`src/rtl/user_cmd_pkg.sv`:
```
// Shared constants for the user-clock command engine: opcodes, FSM encoding,
// generator polynomial and register field positions.
package user_cmd_pkg;
  localparam logic [3:0] OP_NOP   = 4'd0;
  localparam logic [3:0] OP_COUNT = 4'd1;
  localparam logic [3:0] OP_PRBS  = 4'd2;
  localparam logic [3:0] OP_CONST = 4'd3;

  localparam logic [2:0] ST_IDLE = 3'd0;
  localparam logic [2:0] ST_LOAD = 3'd1;
  localparam logic [2:0] ST_RUN  = 3'd2;
  localparam logic [2:0] ST_GAP  = 3'd3;
  localparam logic [2:0] ST_DONE = 3'd4;

  localparam logic [31:0] LFSR_POLY = 32'h8020_0003;

  localparam int F_BUSY  = 0;
  localparam int F_DONE  = 1;
  localparam int F_ABORT = 2;
  localparam int F_ERR   = 3;

  localparam int C_TAG_LSB = 24;
  localparam int C_ABORT   = 8;

  function automatic logic [31:0] sat_inc(input logic [31:0] v);
    return (&v) ? v : v + 32'd1;
  endfunction
endpackage

```
`src/rtl/user_pattern_gen.sv`:
```
// Word generator: loads seed/step/mode, advances one word per strobe.
module user_pattern_gen
  import user_cmd_pkg::*;
(
  input  logic        clk,
  input  logic        rst_n,
  input  logic        load,
  input  logic        advance,
  input  logic [1:0]  mode,
  input  logic [31:0] seed,
  input  logic [31:0] step,
  output logic [31:0] word
);
  logic [31:0] step_r;
  logic [1:0]  mode_r;

  always_ff @(posedge clk or negedge rst_n) begin
    if (!rst_n) begin
      word   <= '0;
      step_r <= '0;
      mode_r <= '0;
    end else if (load) begin
      // An all-zero LFSR would lock up, so PRBS substitutes 1 for a zero seed.
      word   <= (mode == OP_PRBS[1:0] && seed == '0) ? 32'd1 : seed;
      step_r <= step;
      mode_r <= mode;
    end else if (advance) begin
      case (mode_r)
        OP_COUNT[1:0]: word <= word + step_r;
        OP_PRBS[1:0]:  word <= (word >> 1) ^ (word[0] ? LFSR_POLY : 32'h0);
        default:       word <= word;
      endcase
    end
  end
endmodule

```
`src/rtl/user_cmd_engine.sv`:
```
// Tag-launched pattern command engine behind the AXI register bridge:
// reads eight control words, streams generated words, reports eight status words.
module user_cmd_engine
  import user_cmd_pkg::*;
#(
  parameter int          GAP_W   = 16,
  parameter logic [31:0] VERSION = 32'h0001_0000
) (
  input  logic        user_clk,
  input  logic        user_rst_n,
  input  logic [31:0] ctrl0,
  input  logic [31:0] ctrl1,
  input  logic [31:0] ctrl2,
  input  logic [31:0] ctrl3,
  input  logic [31:0] ctrl4,
  input  logic [31:0] ctrl5,
  input  logic [31:0] ctrl6,
  input  logic [31:0] ctrl7,
  output logic [31:0] stat0,
  output logic [31:0] stat1,
  output logic [31:0] stat2,
  output logic [31:0] stat3,
  output logic [31:0] stat4,
  output logic [31:0] stat5,
  output logic [31:0] stat6,
  output logic [31:0] stat7,
  output logic [31:0] m_data,
  output logic        m_valid,
  input  logic        m_ready
);
  logic [2:0]       state;
  logic [7:0]       tag_prev, run_tag, done_tag;
  logic             f_done, f_abort, f_err;
  logic [31:0]      n_r;
  logic [GAP_W-1:0] gap_r, gap_cnt;
  logic [31:0]      s1, s2, s3, s4, s5, s7;

  logic [7:0] tag;
  logic [3:0] op;
  logic       abort, hs, unused;

  assign tag     = ctrl0[C_TAG_LSB +: 8];
  assign abort   = ctrl0[C_ABORT];
  assign op      = ctrl0[3:0];
  assign m_valid = (state == ST_RUN);
  assign hs      = m_valid && m_ready;
  assign unused  = ^{ctrl0[23:9], ctrl0[7:4], ctrl4[31:GAP_W], ctrl5, ctrl6, ctrl7};

  user_pattern_gen u_gen (
    .clk     (user_clk),
    .rst_n   (user_rst_n),
    .load    (state == ST_LOAD),
    .advance (hs),
    .mode    (op[1:0]),
    .seed    (ctrl2),
    .step    (ctrl3),
    .word    (m_data)
  );

  always_ff @(posedge user_clk or negedge user_rst_n) begin
    if (!user_rst_n) begin
      state    <= ST_IDLE;
      tag_prev <= '0;
      run_tag  <= '0;
      done_tag <= '0;
      f_done   <= 1'b0;
      f_abort  <= 1'b0;
      f_err    <= 1'b0;
      n_r      <= '0;
      gap_r    <= '0;
      gap_cnt  <= '0;
      s1 <= '0; s2 <= '0; s3 <= '0; s4 <= '0; s5 <= '0; s7 <= '0;
    end else begin
      case (state)
        ST_IDLE: begin
          if (tag != tag_prev) begin
            tag_prev <= tag;
            state    <= ST_LOAD;
          end
        end
        ST_LOAD: begin
          n_r     <= ctrl1;
          gap_r   <= ctrl4[GAP_W-1:0];
          run_tag <= tag_prev;
          f_done  <= 1'b0;
          f_abort <= 1'b0;
          f_err   <= (op > OP_CONST);
          s1 <= '0; s2 <= '0; s3 <= '0; s7 <= '0;
          if (op > OP_CONST || op == OP_NOP || ctrl1 == '0) state <= ST_DONE;
          else                                              state <= ST_RUN;
        end
        ST_RUN: begin
          s3 <= sat_inc(s3);
          if (!m_ready) s7 <= sat_inc(s7);
          if (hs) begin
            s1 <= s1 + 32'd1;
            s2 <= s2 ^ m_data;
            s4 <= m_data;
          end
          // Abort wins even mid-stall so a stuck consumer cannot hang the engine.
          if (abort) begin
            f_abort <= 1'b1;
            state   <= ST_DONE;
          end else if (hs) begin
            if (s1 + 32'd1 == n_r) state <= ST_DONE;
            else if (gap_r != '0) begin
              gap_cnt <= gap_r;
              state   <= ST_GAP;
            end
          end
        end
        ST_GAP: begin
          s3 <= sat_inc(s3);
          if (abort) begin
            f_abort <= 1'b1;
            state   <= ST_DONE;
          end else if (gap_cnt == GAP_W'(1)) state <= ST_RUN;
          else                               gap_cnt <= gap_cnt - GAP_W'(1);
        end
        ST_DONE: begin
          f_done   <= 1'b1;
          done_tag <= run_tag;
          s5       <= s5 + 32'd1;
          state    <= ST_IDLE;
        end
        default: state <= ST_IDLE;
      endcase
    end
  end

  always_comb begin
    stat0          = {done_tag, run_tag, 16'h0};
    stat0[F_BUSY]  = (state != ST_IDLE);
    stat0[F_DONE]  = f_done;
    stat0[F_ABORT] = f_abort;
    stat0[F_ERR]   = f_err;
  end

  assign stat1 = s1;
  assign stat2 = s2;
  assign stat3 = s3;
  assign stat4 = s4;
  assign stat5 = s5;
  assign stat6 = VERSION;
  assign stat7 = s7;
endmodule

```
`config.mk`:
```
export PLATFORM = sky130hd
export DESIGN_NAME = user_cmd_engine
export DESIGN_NICKNAME = d
export VERILOG_FILES = /design/src/rtl/user_cmd_pkg.sv /design/src/rtl/user_pattern_gen.sv /design/src/rtl/user_cmd_engine.sv
export SDC_FILE = /design/constraint.sdc
export NUM_CORES = 1
export LEC_CHECK = 0
export CORE_ASPECT_RATIO = 1.2
export CORE_MARGIN = 5
export CORE_UTILIZATION = 38
export DETAILED_ROUTE_END_ITERATION = 7
export HOLD_SLACK_MARGIN = 0.05
export PLACE_DENSITY = 0.66
export SYNTH_ARGS = -nofsm -noshare
export SYNTH_HDL_FRONTEND = slang
export SYNTH_SLANG_ARGS = --single-unit
```
`constraint.sdc`:
```
create_clock -name user_clk -period 3.7 [get_ports user_clk]
set_input_delay 0.74 -clock user_clk [delete_from_list [all_inputs] [get_ports user_clk]]
set_output_delay 0.74 -clock user_clk [all_outputs]
set_load 0.03 [all_outputs]
```
# ---- Yosys cells after proc, flatten, opt, wreduce, memory -nomap -nowiden
# Cells that the tools add are included.
dict set report totals {
  register_bits 352
  inputBits 259
  out_inout_bits 289
  wordCells 113
}
dict set report classes {
  add_sub_neg 6
  order_cmp 1
  eq_ne 24
  mux 33
  bitwise 2
  n_reduce_logical 28
}
# operator count
set op_table {}
lappend op_table {{32-bit case mux with 2 select lines} 5}
lappend op_table {{32-bit 2-to-1 mux} 9}
lappend op_table {{32-bit by 1-bit adder with 32-bit output (second input constant)} 4}
lappend op_table {{16-bit 2-to-1 mux} 6}
lappend op_table {{32-bit zero test} 2}
lappend op_table {{32-bit AND reduction} 2}
lappend op_table {{32-bit adder} 1}
lappend op_table {{32-bit equality test} 1}
lappend op_table {{16-bit case mux with 2 select lines} 1}
lappend op_table {{31-bit by 32-bit bitwise XOR with 32-bit output} 1}
lappend op_table {{32-bit bitwise XOR} 1}
lappend op_table {{3-bit 2-to-1 mux} 8}
lappend op_table {{16-bit by 1-bit equality test with 1-bit output (second input constant)} 1}
lappend op_table {{2-bit != test (second input constant)} 8}
lappend op_table {{16-bit nonzero test} 1}
lappend op_table {{16-bit by 1-bit subtractor with 16-bit output (second input constant)} 1}
lappend op_table {{3-bit case mux with 4 select lines} 1}
lappend op_table {{2-bit AND reduction} 6}
lappend op_table {{2-bit nonzero test} 5}
lappend op_table {{8-bit != test} 1}
lappend op_table {{7-bit AND reduction} 1}
lappend op_table {{3-bit by 2-bit equality test with 1-bit output (second input constant)} 2}
lappend op_table {{2-bit by 1-bit != test with 1-bit output (second input constant)} 3}
lappend op_table {{3-bit nonzero test} 2}
lappend op_table {{17 further kinds} 21}

# ---- Longest topological paths before layout
# Gate-level depths: netlist of run 1.
dict set report logic_depth {
  depth_word 6
  depth_mapped 13
}

# ---- Hierarchy
# Synthesis of run 1 repeated with hierarchy kept, for this count alone.
dict set report hier_totals {
  cells_unflattened 2098
  area_unflattened_um2 19130.8
}
# mod n_inst cells_each area_each_um2 seq_area_each_um2
set by_module_without_submodules {}
lappend by_module_without_submodules {user_cmd_engine 1 1590 14432.6 7156.9}
lappend by_module_without_submodules {user_pattern_gen 1 508 4698.3 1651.6}

# ---- Worst setup path before layout of run 1
# Ideal clock, no wire load.
dict set report synth_timing {
  path_type {reg2reg}
  startpoint {register u_gen.word[2]}
  endpoint {register u_gen.word[28]}
  arrival_ps 3152
  setup_slack_ps 419
  path_stages_with_launch 12
  path_buffers 0
  synth_period_minus_slack_ps 3281
  cell_sequence {dfrtp_1 ha_1 nor2b_1 o31a_1 or3_1 a211oi_1 o31ai_1 a311oi_1 o21ai_1 a41oi_1 xor2_1 o21ai_1}
}
dict set report synth_between {
  elab_chain_cells 4
}
# element line
set synth_lines {}
lappend synth_lines {{start, declared} user_pattern_gen.sv:12} ;# output logic [31:0] word
lappend synth_lines {{start signal, assigned} user_pattern_gen.sv:24} ;# word <= (mode == OP_PRBS[1:0] && seed == '0) ? 32'd1 : seed;
lappend synth_lines {{start signal, assigned} user_pattern_gen.sv:29} ;# OP_COUNT[1:0]: word <= word + step_r;
lappend synth_lines {{start signal, assigned} user_pattern_gen.sv:30} ;# OP_PRBS[1:0]: word <= (word >> 1) ^ (word[0] ? LFSR_POLY : 32'h0);
lappend synth_lines {{32-bit adder} user_pattern_gen.sv:29}
lappend synth_lines {{32-bit case mux with 2 select lines} user_pattern_gen.sv:28} ;# case (mode_r)
lappend synth_lines {{32-bit 2-to-1 mux} user_pattern_gen.sv:27} ;# end else if (advance) begin
lappend synth_lines {{32-bit 2-to-1 mux} user_pattern_gen.sv:22} ;# end else if (load) begin
# Every way passes these cells. The select of a mux whose other input is x is not followed.
# A chain may end at the register's enable or synchronous reset.

# ---- Worst setup path after layout of run 1
dict set report layout_timing {
  startpoint {register s1[0] (netlist: stat1[0])}
  endpoint {register gap_cnt[3]}
}
dict set report layout_between {
  elab_chain_cells 4
}
# element line
set layout_lines {}
lappend layout_lines {{start, declared} user_cmd_engine.sv:36} ;# logic [31:0] s1, s2, s3, s4, s5, s7;
lappend layout_lines {{start signal, assigned} user_cmd_engine.sv:96} ;# s1 <= s1 + 32'd1;
lappend layout_lines {{32-bit by 1-bit adder with 32-bit output} user_cmd_engine.sv:105} ;# if (s1 + 32'd1 == n_r) state <= ST_DONE;
lappend layout_lines {{32-bit equality test} user_cmd_engine.sv:105}
lappend layout_lines {{2-bit != test (no source line)} --}
lappend layout_lines {{7-bit AND reduction (no source line)} --}
lappend layout_lines {{end signal, assigned} user_cmd_engine.sv:107} ;# gap_cnt <= gap_r;
lappend layout_lines {{end signal, assigned} user_cmd_engine.sv:118} ;# else gap_cnt <= gap_cnt - GAP_W'(1);
lappend layout_lines {{end, declared} user_cmd_engine.sv:35} ;# logic [GAP_W-1:0] gap_r, gap_cnt;
# Every way passes these cells.

==> metrics.yaml, run 1 <==
r2r_cells: 12
cp-start-kind: "flip-flop"
dieHeight_um: 253.0
run_status: "completed"
clock_sinks: 352
syn_to_final_growth_pct: 31.57
wl_per_cell_um: 19.03
combPwrFrac_pct: 47.3
clkTransAtPathRegs_ns: 0.06
p_leak_uw: 0.01112
ir_drop_v: 0.0005484
seq_power_share_pct: 31.8
vias: 16530
portBuffers: 372
crit_path_max_fanout: 7
required_ns: 4.16
grt_pass1_wl_um: 93020
drive_gt1_share_pct: 8.027
ant_nets: 0
power_density_mw_per_mm2: 788.3
swShare_pct: 42.64
synth_ff_type: "dfrtp_1"
clock-root-buffer: "clkbuf_16"
synth-async-reset-ratio_pct: 100.0
clk_latency_ns: 0.56
period_share_pct: 95.33
coreArea_mm2: 0.04900
yosys_warnings: 0
pwr-share-clk_pct: 20.9
worstMarginPinSlew_ns: 1.129
clockBufferDepth: 3
slew_violations: 0
syn_area_per_cell_um2: 9.060
hold_path.class: "in -> async"
rsz0062_at_grt: "no"
instances_no_fill: 3120
setup_ws_ns: 0.1726
yosysTopAreaCellShare_pct: 47.12
hold_buffers: 0
grt_start_max_net_pins: 78
yosys-top-cells-area: "dfrtp_1 (47%), nand2_1 (9.6%), xor2_1 (4.8%)"
worst-r2r-setup-slack_ns: 0.17
synth_common_cells: "nand2_1 (477), dfrtp_1 (352), nor2_1 (156), o21ai_0 (103), xor2_1 (102)"
p_int_uw: 11120
synth_edf_count: 0
clock_skew_ns: 0.01181
dpl.cell_count: 3044
fillers: 4566
slew_headroom_pct: 24.53
num-nets-final: 2747
cts_tree: "built"
io_pins: 548
drt_pass1_iterations: 5
routed_via_density: 5.297
post-route-util_pct: 50.19
setup_viol: 0
gp_congestion: 0.8736
p_switching_uw: 8267
path_class: "reg -> reg"
synth_cells: 2063
end_kind: "flip-flop"
fin_crit_ns: 3.527
max_freq_mhz: 283.5
synth.largest_area_cell: "dfrtp_1"
gr-total-overflow: 0
r2r_start: "stat1[0]"
antenna_found_initial: 9
start_util_pct: 38.15
detailedRoute.firstIterationViolations: 1135
die_w_um: 212.5
arrival_ns: 3.98
cts-htree-levels: 2
groute.usage.overall_pct: 21.39
cts_made_buffers: 39
dp_slack_ns: 0.03391
core.rowCount: 89
synth.most_common_cell: "nand2_1"
grt_pass1_vias: 16720
hold_violations: 0
ys_types: 80
max-cap-violations: 0
netlist_area_mm2: 0.01869
ys_ff_latch: 352
die-area_mm2: 0.05374
routed_wl_um: 59360
regToRegEndpoint: "gap_cnt[3]"
dp_hpwl_um: 43390
drc: 0
synth_seq_area_share_pct: 47.12
setup_tns_ns: 0
state kept, by name (all words and copies together) (netlist names), 2 cells and up:
signal        flops
n_r              32
u_gen.mode_r      2
u_gen.word       32
state             3
stat7            32
tag_prev          8
stat1            32
done_tag          8
stat2            32
run_tag           8
stat4            32
gap_r            16
stat5            32
stat3            32
u_gen.step_r     32
gap_cnt          16
final cells by class:
class | count | area, µm² | share of cell area (%)
Tap cell | 637 | 797.0 | 3.241
Antenna cell | 4 | 10.01 | 0.04070
Timing Repair Buffer | 440 | 4289 | 17.44
Clock buffer | 52 | 1115 | 4.533
Sequential cell | 352 | 8811 | 35.83
Multi-Input combinational cell | 1578 | 9214 | 37.47
Clock inverter | 19 | 214.0 | 0.8700
Inverter | 38 | 142.6 | 0.5800
logic make-up (layout without fill, tap and decap cells):
family | after synthesis | count (layout) | synth area share [%]
other | 2 | 48 | 0.04018
DFF | 352 | 352 | 47.12
xor gates and xnor gates | 189 | 189 | 8.936
and+or+nand+nor | 930 | 930 | 22.88
buffers and inverters | 175 | 549 | 4.659
AOI/OAI and AO/OA | 351 | 351 | 12.25
muxes | 25 | 25 | 1.459
adders and majority gates | 39 | 39 | 2.651
worst max path at each step:
stage / start / endpoint / cells past startpoint
3_3_place_gp: stat1[8] / gap_cnt[11] / 12
3_5_place_dp: stat1[8] / gap_cnt[11] / 12
5_1_grt: stat1[0] / gap_cnt[11] / 12
4_1_cts: stat1[5] / gap_cnt[4] / 12
2_1_floorplan: u_gen.word[2] / u_gen.word[28] / 11
6_report: stat1[0] / gap_cnt[3] / 12
metal layers:
layer | wire length (µm) | track usage [%]
met1 | 25110 | 28.44
met2 | 27510 | 34.22
met3 | 4837 | 5.465
met4 | 1847 | 7.262
met5 | 60 | 0
stage by stage:
stage	hold slack [ns]	instance area [µm²]	power, µW
global placement	0.4601	23220	15120
global route	0.1872	24590	20660
detailed placement	0.4616	23220	15310
finish	0.1477	24590	19390
floorplan	0.4444	18850	11990
CTS	0.1637	24550	19500
cells in the final DEF (no fill, tap or decap), types with 11 or more instances in the layout:
cell and count:
clkdlybuf4s50_1 371, and2_1 17, dfrtp_1 350, ha_1 38, o22ai_1 14, a21oi_1 76, nand2_1 475, and4_1 16
mux2_2 18, and3_1 31, nor2_1 156, nand3_1 68, conb_1 44, a211oi_1 11, nor3_1 25, buf_4 64
inv_1 38, or3_1 20, o31ai_1 22, nor4_1 31, clkbuf_16 39, xnor2_1 86, nand4_1 36, a21o_1 19
a22o_1 16, o21ai_0 103, xor2_1 102
critical path: stages (launching register included):
cell and delay, ns:
dfrtp_1 0.47, nand3_1 0.22, or2_2 0.36, or3_1 0.43, xnor2_1 0.24, o211ai_1 0.15
a211oi_1 0.36, nand4_1 0.20, buf_4 0.19, and3_1 0.21, buf_4 0.17, or2_0 0.22
o221ai_1 0.19
power by group through the flow:
| stage | clock network, µW | registers, µW | logic [µW] |
|---|---|---|---|
| 6_report | 4060 | 6160 | 9170 |
| 5_1_grt | 4300 | 6300 | 10100 |
| 4_1_cts | 4180 | 6160 | 9160 |
| 3_5_place_dp | 0 | 6210 | 9110 |
| 3_3_place_gp | 0 | 6170 | 8940 |
| 2_1_floorplan | 0 | 7030 | 4960 |
what timing repair did:
action,CTS,global route
gates resized for setup,1,5
setup endpoints to repair,3,19
buffers inserted,0,1
pin swaps,0,1
(Power assumes the default switching activity.)
==> run 2: changes to the inputs <==
- clock period: 3.7 -> 3.3 ns (I/O delays scaled with it)
==> metrics.yaml, run 2 (same netlist as run 1, synthesis figures left out) <==
path_class: "reg -> reg"
clkTransAtPathRegs_ns: 0.06  # about the same
period_share_pct: 96.89  # +1.6 points
required_ns: 3.73  # -0.43 ns
gp_congestion: 0.9033  # +3.4%
holdPathStages: 2
drc: 0  # unchanged
rsz0062_at_grt: "yes"
run_status: "completed"
crit_path_max_fanout: 3  # -4
slew_violations: 0  # unchanged
core.rowCount: 89  # unchanged
vias: 16670  # +0.88%
io_pins: 548  # unchanged
cts_tree: "built"
clockBufferDepth: 3  # unchanged
clock_sinks: 352  # unchanged
wl_per_cell_um: 18.94  # -0.47%
p_leak_uw: 0.01140  # +2.5%
grt_start_max_net_pins: 87  # +12%
syn_to_final_growth_pct: 34.11
hold_path.class: "reg -> reg"
worstMarginPinSlew_ns: 0.6454  # -0.4838 ns
start_util_pct: 38.15  # unchanged
setup_viol: 0  # unchanged
max_freq_mhz: 312.8  # +10%
power_uw: 21940  # +13%
slew_headroom_pct: 56.97  # +32 points
portBuffers: 372  # unchanged
die-area_mm2: 0.05374  # unchanged
dieHeight_um: 253.0  # unchanged
finalInstanceArea_mm2: 0.02507  # +1.9%
end_kind: "flip-flop"
routed_wl_um: 59960  # +1.0%
layout.cells.most_common: "nand2_1"
groute.usage.overall_pct: 21.58  # +0.19 points
placed_cell_area_mm2: 0.02359  # +1.6%
arrival_ns: 3.62  # -0.36 ns
gr-total-overflow: 0  # unchanged
r2r_cells: 14  # +2
ant_nets: 0  # unchanged
cp-start-kind: "flip-flop"
grt_pass1_wl_um: 93460  # +0.48%
hold_violations: 0  # unchanged
drt_pass1_iterations: 7  # +2
antenna_found_initial: 2  # -7
max-cap-violations: 0  # unchanged
clk_latency_ns: 0.55  # about the same
fin_crit_ns: 3.197  # -0.3301 ns
dp_hpwl_um: 44060  # +1.6%
num-nets-final: 2797  # +1.8%
drive_gt1_share_pct: 10.40  # +2.4 points
clock_skew_ns: 0.01621  # +0.004399 ns
ir_drop_v: 0.0006262  # +14%
detailedRoute.firstIterationViolations: 937  # -17%
routed_via_density: 5.266  # -0.59%
grt_pass1_vias: 16740  # +0.17%
power_density_mw_per_mm2: 875.3  # +11%
coreArea_mm2: 0.04900  # unchanged
cts-htree-levels: 2  # unchanged
layout_common_cells: "nand2_1 (475), clkdlybuf4s50_1 (371), dfrtp_1 (350)"
post-route-util_pct: 51.16  # +0.97 points
clock-root-buffer: "clkbuf_16"
die_w_um: 212.5  # unchanged
cts_made_buffers: 39  # unchanged
run 2: cell types whose count changed in the layout (fill, tap and decap cells not counted), moves of 2 or more:
cell	delta
clkbuf_8	-3
clkinv_2	+4
buf_12	+3
a41oi_1	-2
buf_4	+46
nand3_1	-3
nand3_2	+2
a41oi_2	+2
diode_2	-3
run 2: cell type report:
class / count / area (µm²)
flip-flops and latches: 352 / 8811
multi-input cells: 1578 / 9334
clock buffers: 48 / 1070
repair buffers: 490 / 4705
fillers: 4521 / 23930
well taps: 637 / 797.0
clock inverters: 22 / 205.2
inverters: 38 / 142.6
diodes: 1 / 2.502
run 2: through the flow:
| step | hold slack (ns) | worst slack [ns] | setup TNS, ns | std cells |
|---|---|---|---|---|
| final | 0.4758 | 0.1027 | 0 | 3166 |
| after global routing | 0.4979 | -0.05008 | -0.07617 | 3166 |
| after CTS | 0.4790 | 0.008502 | 0 | 3161 |
| after detailed placement | 0.4621 | -0.2694 | -3.178 | 3088 |
| after global placement | 0.4596 | -0.2246 | -2.688 | 3088 |
| after floorplan | 0.3644 | 0.01921 | 0 | 2105 |
run 2: final timing paths:
check,from,end,slack (ns)
hold reg to reg,stat4[8],stat4[8],0.48
max in group asynchronous,user_rst_n,u_gen.step_r[9],1.74
min in group asynchronous,user_rst_n,stat5[22],0.63
hold / removal,stat4[8],stat4[8],0.48
setup / recovery,u_gen.step_r[0],u_gen.word[30],0.10
setup reg to reg,u_gen.step_r[0],u_gen.word[30],0.10
run 2: worst max-delay path, cell delays in order, from the launching register on:
cell,delay [ns]
dfrtp_1,0.39
ha_1,0.20
inv_1,0.07
fa_1,0.18
nor2b_1,0.07
o31a_1,0.25
or3_4,0.40
a211oi_4,0.33
o31ai_4,0.15
a311oi_2,0.28
buf_4,0.17
o21ai_1,0.12
a41oi_2,0.22
xor2_1,0.16
o21ai_0,0.08
run 2: what timing repair did:
item	4_1_cts	5_1_grt
hold buffers	1	0
endpoints found under the hold margin	33	0
buffers inserted	2	5
pin swaps	2	10
gates resized for setup	5	23
setup endpoints to repair	19	23
run 2: per-layer routing:
metal	share of wire [%]	track usage [%]	up-vias
met1	42	28.52	8096
met2	46	34.42	570
li1	-	-	7885
met4	3.4	7.079	2
met5	0.022	0	-
met3	8.1	6.035	118
run 2: report_power, final:
group	internal [µW]	switching, µW
Clock	2550	1860
Combinational	4330	6390
Sequential	5660	1160
==> run 3: changes to the inputs <==
- MAX_ROUTING_LAYER: default -> met4
- SYNTH_HIERARCHICAL: default -> 1
- clock period: 3.3 -> 3.7 ns (I/O delays scaled with it)
==> metrics.yaml, run 3 <==
setup_viol: 0  # unchanged
coreArea_mm2: 0.05011  # +2.3%
crit_path_max_fanout: 19  # +16
rsz0062_at_grt: "no"
worstMarginPinSlew_ns: 0.9678  # +0.3223 ns
grt_pass1_vias: 17340  # +3.5%
max_freq_mhz: 291.7  # -6.7%
yosys-top-cells-area: "dfrtp_1 (46%), nand2_1 (8.0%), xor2_1 (4.3%)"
grt_pass1_wl_um: 99200  # +6.1%
power_uw: 19800  # -9.8%
p_int_uw: 11250  # -10%
cts_made_buffers: 40  # +2.6%
layout.cells.most_common: "nand2_1"
end_kind: "flip-flop"
max-cap-violations: 0  # unchanged
synth.most_common_cell: "nand2_1"
layout_common_cells: "nand2_1 (409), clkdlybuf4s50_1 (371), dfrtp_1 (352)"
antenna_found_initial: 4  # +2
synth_edf_count: 0  # unchanged
core.rowCount: 90  # +1.1%
crit_path_top_delay_cell: "or4_4"
hold_violations: 0  # unchanged
netlist_area_mm2: 0.01913  # +2.3%
cts_tree: "built"
pwr-share-clk_pct: 20.4  # +0.3 points
slew_headroom_pct: 35.32  # -22 points
power_density_mw_per_mm2: 791.7  # -9.5%
setup_tns_ns: 0  # unchanged
clockBufferDepth: 3  # unchanged
clkTransAtPathRegs_ns: 0.06  # about the same
path_class: "reg -> reg"
num-nets-final: 2778  # -0.68%
synth_ff_type: "dfrtp_1"
ys_ff_latch: 352  # unchanged
dpl.cell_count: 3083  # -0.16%
hold_path.class: "in -> async"
synth.largest_area_cell: "dfrtp_1"
dp_hpwl_um: 45960  # +4.3%
p_leak_uw: 0.01067  # -6.4%
cp-start-kind: "flip-flop"
wl_per_cell_um: 19.75  # +4.3%
cp_cell_sequence: "nand4_1, or3_1, or3_1, a21oi_1, o2111ai_1, or4_4, nor3_2, buf_4, nand2_1, o2bb2ai_1"
start_util_pct: 38.18  # about the same
groute.usage.overall_pct: 22.71  # +1.1 points
synth-async-reset-ratio_pct: 100.0  # unchanged
routed_via_density: 5.406  # +2.7%
combPwrFrac_pct: 48.4  # -0.5 points
drt_pass1_iterations: 5  # -2
synth_cells: 2098  # +1.7%
p_switching_uw: 8547  # -9.1%
slew_violations: 0  # unchanged
yosysTopAreaCellShare_pct: 46.04  # -1.1 points
path_common_cell: "or3_1"
cts-htree-levels: 2  # unchanged
die_w_um: 214.8  # +1.1%
synth_seq_area_share_pct: 46.04  # -1.1 points
yosys_warnings: 6  # +6
clock_skew_ns: 0.01693  # +0.0007186 ns
period_share_pct: 92.65  # -4.2 points
drive_gt1_share_pct: 8.845  # -1.6 points
gp_congestion: 0.9325  # +3.2%
run_status: "completed"
ir_drop_v: 0.0004693  # -25%
ant_nets: 0  # unchanged
instances_no_fill: 3159  # -0.22%
hold_buffers: 0  # -1
swShare_pct: 43.17  # +0.31 points
clock-root-buffer: "clkbuf_16"
syn_area_per_cell_um2: 9.119  # +0.64%
ys_types: 87  # +8.8%
synth_common_cells: "nand2_1 (410), dfrtp_1 (352), nor2_1 (170), a21oi_1 (100), xor2_1 (93)"
portBuffers: 372  # unchanged
vias: 17080  # +2.4%
clock_sinks: 352  # unchanged
seq_power_share_pct: 31.2  # about the same
clk_latency_ns: 0.57  # +0.02 ns
die-area_mm2: 0.05495  # +2.2%
slowest_delay_ns: 0.57  # +0.17 ns
detailedRoute.firstIterationViolations: 1512  # +61%
required_ns: 4.11  # +0.38 ns
routed_wl_um: 62410  # +4.1%
gr-total-overflow: 0  # unchanged
syn_to_final_growth_pct: 30.72
fillers: 4675  # +3.4%
dieHeight_um: 255.8  # +1.1%
drc: 0  # unchanged
fin_crit_ns: 3.428  # +0.2309 ns
io_pins: 548  # unchanged
arrival_ns: 3.84  # +0.22 ns
grt_start_max_net_pins: 105  # +21%
## run 3: cell types whose count changed after synthesis, sizes merged, moves of 10 or more
| cell | delta |
|---|---|
| nand2 | -67 |
| o211ai | +39 |
| mux2 | +34 |
| a21oi | +25 |
| nand3 | +15 |
| nor2 | +14 |
| o22ai | -14 |
| a31oi | +11 |
| and2 | -11 |
| buf | +11 |
| a22o | -10 |
## run 3: power groups by stage
stage          combinational (µW)  clock, µW  sequential (µW)
6_report                     9590       4030             6180
5_1_grt                     10500       4300             6330
4_1_cts                      9570       4150             6170
3_5_place_dp                 9510          0             6220
3_3_place_gp                 9390          0             6170
2_1_floorplan                5660          0             6840
## run 3: worst paths after layout
path | from | endpoint | slack, ns | depth (start not counted)
max in group asynchronous | user_rst_n | stat4[6] | 2.48 | 2
min in group user_clk | stat4[5] | stat4[5] | 0.47 | 2
hold reg to reg | stat4[5] | stat4[5] | 0.47 | 2
hold / removal | user_rst_n | n_r[16] | 0.13 | 1
setup reg to reg | stat1[12] | state[1] | 0.27 | 10
setup / recovery | stat1[12] | state[1] | 0.27 | 10
## run 3: layout make-up
cell class	count	area, µm²	area share (%)
timing repair buffer	441	4322	17.28
clock inverter	18	212.7	0.8506
inverter	33	128.9	0.5153
clock buffer	53	1110	4.438
tap	644	805.8	3.222
sequential	352	8808	35.22
multi-input combinational	1613	9608	38.42
antenna	5	12.51	0.05003
## run 3: metrics by stage
stage                     area, µm²  hold WS (ns)  utilization (%)  setup slack (ns)
after detailed placement      23670        0.4636            47.24            0.2920
after global routing          25010        0.1638            49.90           0.07352
after global placement        23670        0.4594            47.24            0.3379
after floorplan               19290        0.4444                -            0.2357
after CTS                     24990        0.1557            49.88            0.2625
final                         25010        0.1340            49.91            0.2718
## run 3: kinds of logic after synthesis
kind of cell    count (synthesis)  synth area share (%)
flops                         352                 46.04
compound gates                400                 13.77
fa+ha+maj                      38                 2.525
simple gates                  898                 21.59
other cells                     2               0.03926
mux                            60                 3.479
buf+inv                       175                 4.630
xor+xnor                      173                 7.920
## run 3: per-layer routing
metal | GRT usage (%) | share of wire, % | vias up
met4 | 5.781 | 2.3 | 0
met5 | - | 0 | -
met2 | 37.94 | 49 | 565
met3 | 4.839 | 6.7 | 82
li1 | - | - | 8052
met1 | 28.24 | 42 | 8379
## run 3: repair_timing
| action | 4_1_cts | 5_1_grt |
|---|---|---|
| setup buffers | 0 | 0 |
| hold endpoints to repair | 0 | 0 |
| endpoints found under the setup margin | 0 | 6 |
| resized for setup | 0 | 1 |
## run 3: worst max-delay path, delay by kind of cell, from the launching register on
| kind | cells | cell delay, ns |
|---|---|---|
| and+or+nand+nor | 6 | 2.03 |
| DFF | 1 | 0.49 |
| AOI/OAI and AO/OA | 3 | 0.44 |
| buffers and inverters | 1 | 0.30 |
